`src/rtl/serial_subtractor_if.sv`:
```
// Handshake and result bundle for the bit-serial subtractor.
interface serial_subtractor_if #(
  parameter int unsigned WIDTH = 8
);
  logic             start_in;
  logic [WIDTH-1:0] a_in;
  logic [WIDTH-1:0] b_in;
  logic             busy;
  logic             done;
  logic [WIDTH-1:0] diff;
  logic             borrow;
  logic             overflow;

  // Requester side: issues operands, observes status and results.
  modport master (
    output start_in, a_in, b_in,
    input  busy, done, diff, borrow, overflow
  );

  // Subtractor side.
  modport slave (
    input  start_in, a_in, b_in,
    output busy, done, diff, borrow, overflow
  );
endinterface

```
`src/rtl/serial_subtractor.sv`:
```
// Bit-serial subtractor: one full-subtractor cell processes the operands LSB first,
// one bit per clock, and publishes diff/borrow/overflow only on completion.
module serial_subtractor #(
  parameter int unsigned WIDTH = 8
) (
  input logic               clk,
  input logic               rst,
  serial_subtractor_if.slave bus
);
  localparam int unsigned CW = $clog2(WIDTH + 1);

  typedef enum logic [1:0] {StIdle, StSub, StDone} state_e;

  state_e           state_q;
  logic [WIDTH-1:0] a_sh_q;
  logic [WIDTH-1:0] b_sh_q;
  logic [WIDTH-1:0] res_q;
  logic             bin_q;
  logic [CW-1:0]    cnt_q;
  logic [WIDTH-1:0] diff_q;
  logic             borrow_q;
  logic             overflow_q;

  logic             a_bit;
  logic             b_bit;
  logic             d_bit;
  logic             bout;
  logic [WIDTH-1:0] res_next;
  logic             last_bit;

  // Full-subtractor cell on the current LSBs and the incoming borrow.
  always_comb begin
    a_bit    = a_sh_q[0];
    b_bit    = b_sh_q[0];
    d_bit    = a_bit ^ b_bit ^ bin_q;
    bout     = (~a_bit & b_bit) | (~(a_bit ^ b_bit) & bin_q);
    // New difference bit enters at the MSB end of the result register.
    res_next = WIDTH'({d_bit, res_q} >> 1);
    last_bit = (cnt_q == CW'(WIDTH - 1));
  end

  // FSM plus datapath state; outputs only move on the SUB-to-DONE edge.
  always_ff @(posedge clk or posedge rst) begin
    if (rst) begin
      state_q    <= StIdle;
      a_sh_q     <= '0;
      b_sh_q     <= '0;
      res_q      <= '0;
      bin_q      <= 1'b0;
      cnt_q      <= '0;
      diff_q     <= '0;
      borrow_q   <= 1'b0;
      overflow_q <= 1'b0;
    end else begin
      unique case (state_q)
        StIdle: begin
          if (bus.start_in) begin
            a_sh_q  <= bus.a_in;
            b_sh_q  <= bus.b_in;
            bin_q   <= 1'b0;
            cnt_q   <= '0;
            state_q <= StSub;
          end
        end
        StSub: begin
          a_sh_q <= a_sh_q >> 1;
          b_sh_q <= b_sh_q >> 1;
          res_q  <= res_next;
          bin_q  <= bout;
          if (last_bit) begin
            // On the final bit the shifted-down LSBs are the original operand MSBs
            // and d_bit is the result MSB.
            diff_q     <= res_next;
            borrow_q   <= bout;
            overflow_q <= (a_bit ^ b_bit) & (a_bit ^ d_bit);
            state_q    <= StDone;
          end else begin
            cnt_q <= cnt_q + 1'b1;
          end
        end
        StDone: begin
          state_q <= StIdle;
        end
        default: begin
          state_q <= StIdle;
        end
      endcase
    end
  end

  // Status flags are plain decodes of the registered state.
  always_comb begin
    bus.busy     = (state_q == StSub);
    bus.done     = (state_q == StDone);
    bus.diff     = diff_q;
    bus.borrow   = borrow_q;
    bus.overflow = overflow_q;
  end
endmodule

```
`src/flat_wrapper.sv`:
```
// flat-port wrapper written by rule: the top's interface ports become plain ports
module serial_subtractor_flat 
#(
  parameter int unsigned WIDTH = 8
)
  (clk, rst, bus_start_in, bus_a_in, bus_b_in, bus_busy, bus_done, bus_diff, bus_borrow, bus_overflow);
  serial_subtractor_if #(.WIDTH(WIDTH)) bus_i ();
  input logic clk;
  input logic rst;
  input wire logic [$bits(bus_i.start_in)-1:0] bus_start_in;
  input wire logic [$bits(bus_i.a_in)-1:0] bus_a_in;
  input wire logic [$bits(bus_i.b_in)-1:0] bus_b_in;
  output wire logic [$bits(bus_i.busy)-1:0] bus_busy;
  output wire logic [$bits(bus_i.done)-1:0] bus_done;
  output wire logic [$bits(bus_i.diff)-1:0] bus_diff;
  output wire logic [$bits(bus_i.borrow)-1:0] bus_borrow;
  output wire logic [$bits(bus_i.overflow)-1:0] bus_overflow;
  assign bus_i.start_in = bus_start_in;
  assign bus_i.a_in = bus_a_in;
  assign bus_i.b_in = bus_b_in;
  assign bus_busy = bus_i.busy;
  assign bus_done = bus_i.done;
  assign bus_diff = bus_i.diff;
  assign bus_borrow = bus_i.borrow;
  assign bus_overflow = bus_i.overflow;
  serial_subtractor #(.WIDTH(WIDTH)) u_core (.clk(clk), .rst(rst), .bus(bus_i));
endmodule
```
`config.mk`:
```
export PLATFORM = sky130hd
export DESIGN_NAME = serial_subtractor_flat
export DESIGN_NICKNAME = d
export VERILOG_FILES = /design/src/rtl/serial_subtractor_if.sv /design/src/rtl/serial_subtractor.sv /design/src/flat_wrapper.sv
export SDC_FILE = /design/constraint.sdc
export NUM_CORES = 1
export LEC_CHECK = 0
export BUFFER_PORTS_ARGS = -buffer_cell sky130_fd_sc_hd__clkbuf_2
export CAP_MARGIN = 20
export CORE_MARGIN = 2
export CORE_UTILIZATION = 35
export DETAILED_ROUTE_END_ITERATION = 10
export GPL_ROUTABILITY_DRIVEN = 0
export HOLD_SLACK_MARGIN = 0.02
export PLACE_DENSITY_LB_ADDON = 0.15
export SLEW_MARGIN = 40
export SYNTH_ARGS = -nofsm -noshare
export SYNTH_HDL_FRONTEND = slang
export SYNTH_SLANG_ARGS = --single-unit
```
`constraint.sdc`:
```
create_clock -name clk -period 2.5 [get_ports clk]
set_input_delay 0.125 -clock clk [delete_from_list [all_inputs] [get_ports clk]]
set_output_delay 0.125 -clock clk [all_outputs]
set_load 0.02 [all_outputs]
```
==> results.ini <==
[cts]
cts-root-buf = clkbuf_8
clkTransAtPathRegs_ns = 0.08
cts_setup_buffers = 0
cts_resized = 0
clock_path_buffers = 2
cts.sinks = 40
postCtsHoldBufs = 1
insertion_delay_ns = 0.29
cts_buffers = 5
h-tree-depth = 2
cts_tree = built

[synthesis]
yosysSeqAreaShare_pct = 55.9
postSynthNetCount = 194
ys_seq_elements = 40
ys_warn_count = 0
syn_avg_cell_area_um2 = 10.4
syn_inst = 172
syn_area_um2 = 1790
ys_types = 31
synth-edff-count = 0
synth_top_area_share_pct = 55.9
synth_commonest_cells = 40 x dfrtp_1, 37 x nand2_1, 18 x o21ai_0
yosysMostFrequentCell = dfrtp_1
synth_area_leader_cell = dfrtp_1
synthFlopType = dfrtp_1
synth_top_cells_by_area = dfrtp_1 56%, nand2_1 7.8%, and3b_1 5.9%
async_flop_share_pct = 100

[min_path]
min-delay-start = bus_a_in[2]
whs_path_depth = 3
min_to = u_core.a_sh_q[2]$_DFFE_PP0P_
hp-class = in2reg

[sta]
hold_viol = 0
rsz0062_at_grt = no
skew_ns = 0.00777
min_period_over_period_pct = 77.9
relSlewSlack_pct = 64.4
min_period_ns = 1.95
finalSetupViolations = 0
finalMaxSlewViolations = 0
worst_pin_slew_ns = 0.533
final.setup.tns_ns = 0
max_freq_mhz = 513

[critical_path]
arrival_ns = 1.82
critPathLaunchType = flop
cp-startpoint = u_core.state_q[0]$_DFFE_PP0P_
r2r_end = u_core.bus.diff[1]$_DFFE_PP0P_
crit_path_end_kind = output port
cp_max_fo = 20
crit_slowest_cell = dfrtp_1
crit_family = flip-flops
required_ns = 2.38
worstSetupPathType = reg2out
rr_startpoint = u_core.cnt_q[0]$_DFFE_PP0P_
rr_worst_depth = 4
crit_buf_inv = 3
rrSetupSlack_ns = 0.76
cp_cell_sequence = nand2b_1 > buf_4 > inv_2 > clkbuf_2
max_stage_delay_ns = 0.68

[routing]
vias_per_cell = 4.90
drc = 0
drt_wl_total_mm = 3.54
first_iter_violations = 50
antenna_left = 0
vias = 1357
wl_per_cell_um = 12.8
drtPass1Iterations = 4

[cells_and_area]
nNetsFinal = 228
antenna_cells = 0
final_util_pct = 43.7
drive_gt1_share_pct = 25.6
area_delta_synth_final_pct = 22.2

[die]
core_um2 = 5010
start_util_pct = 35.8
rows = 26
die-height_um = 75.6
num_io_pins = 31
dieArea_um2 = 5710
fp.dieW_um = 75.6

[outcome]
status = finished clean

[grt]
antenna_found_initial = 0
grt_pass1_vias = 1317
grt_max_degree = 41
grt_overflow = 0
grt_pass1_wl_mm = 6.16
track_usage_pct = 14.4

[placement]
io_buffers = 30
hpwl_mm = 2.35

[run]
maxCapViolCount = 0

[pwr]
powerDensity_nw_per_um2 = 1250
irDropWorstVdd_uv = 398
leakage_nw = 1.09

[worst max path at each step]
| stage | endpoint | slack, ns | depth (start not counted) |
|---|---|---|---|
| global placement | u_core.bus.diff[0]$_DFFE_PP0P_ | 0.81 | 4 |
| global route | bus_busy | 0.37 | 4 |
| CTS | bus_busy | 0.53 | 4 |
| floorplan | u_core.bus.borrow$_DFFE_PP0P_ | 1.02 | 4 |
| detailed placement | u_core.bus.diff[1]$_DFFE_PP0P_ | 0.77 | 4 |
| finish | bus_busy | 0.55 | 4 |
[layout make-up]
type / instances / area [um2]
Fill cell: 512 / 2820
Clock inverter: 3 / 90.1
Clock buffer: 5 / 68.8
Timing Repair Buffer: 36 / 198
Multi-Input combinational cell: 119 / 729
Inverter: 4 / 15.0
Sequential cell: 40 / 1000
Tap cell: 70 / 87.6
[per-layer routing]
layer,routed length [um],GRT usage [%],vias up,part of all wire [%]
met2,1640,21.6,28,46
met4,61,5.85,0,1.7
met5,0,0,-,0
met3,156,4.50,9,4.4
met1,1680,19.4,654,47
li1,-,-,666,-
[report_power, final]
part	switching (W)	internal (W)
registers	0.000189	0.000910
logic	0.000525	0.000383
clock network	0.000228	0.000499
total	0.000941	0.00179
[cell usage in the layout, fill, tap and decap left out]
cell type,instances
dfrtp_1,40
nand2_1,37
clkbuf_2,30
o21ai_0,18
a21oi_1,14
and3b_1,12
mux2_2,8
nand3_1,6
clkbuf_8,5
buf_4,5
inv_1,3
nor2b_1,3
a22oi_1,3
bufinv_16,3
ha_1,2
nand2b_1,1
nand3b_1,1
nor2_4,1
o21bai_1,1
inv_2,1
xor2_1,1
o41ai_1,1
a32o_1,1
nor2_1,1
or3_1,1
a32oi_1,1
a41o_1,1
a22o_1,1
o31ai_1,1
a31oi_1,1
or4_1,1
fa_1,1
dlygate4sd3_1,1
[through the flow]
| step | area [um2] | total power (W) | std cells | hold WS (ns) | setup WS [ns] |
|---|---|---|---|---|---|
| after floorplan | 1790 | 0.00177 | 172 | 0.322 | 1.02 |
| after detailed placement | 2020 | 0.00203 | 268 | 0.265 | 0.774 |
| after CTS | 2190 | 0.00277 | 277 | 0.123 | 0.533 |
| after global routing | 2190 | 0.00295 | 277 | 0.157 | 0.369 |
| final | 2190 | 0.00273 | 277 | 0.138 | 0.552 |
| after global placement | 2020 | 0.00199 | 268 | 0.251 | 0.811 |
[worst register-to-register path, cell delays in order (launching register included)]
cell      delay (ns)
dfrtp_1         0.42
ha_1            0.25
nand3b_1        0.25
nor2_4          0.32
mux2_2          0.38
[sequential cells by signal, indices dropped and copies added, names as in the netlist]
| register | cells |
|---|---|
| u_core.bin_q | 1 |
| u_core.state_q | 2 |
| u_core.cnt_q | 4 |
| u_core.bus.borrow | 1 |
| u_core.bus.diff | 8 |
| u_core.b_sh_q | 8 |
| u_core.res_q | 7 |
| u_core.a_sh_q | 8 |
| u_core.bus.overflow | 1 |
[kinds of logic (layout without fill, tap and decap cells)]
logic type	count (synthesis)	after routing	share of synthesized area, %
mux	8	8	5.03
fa+ha+maj	3	3	2.51
buf+inv	13	48	3.42
flops	40	40	55.9
simple gates	64	64	18.7
xor+xnor	1	1	0.489
compound gates	43	43	14.0
No activity file was read; power rests on OpenSTA's default activity.
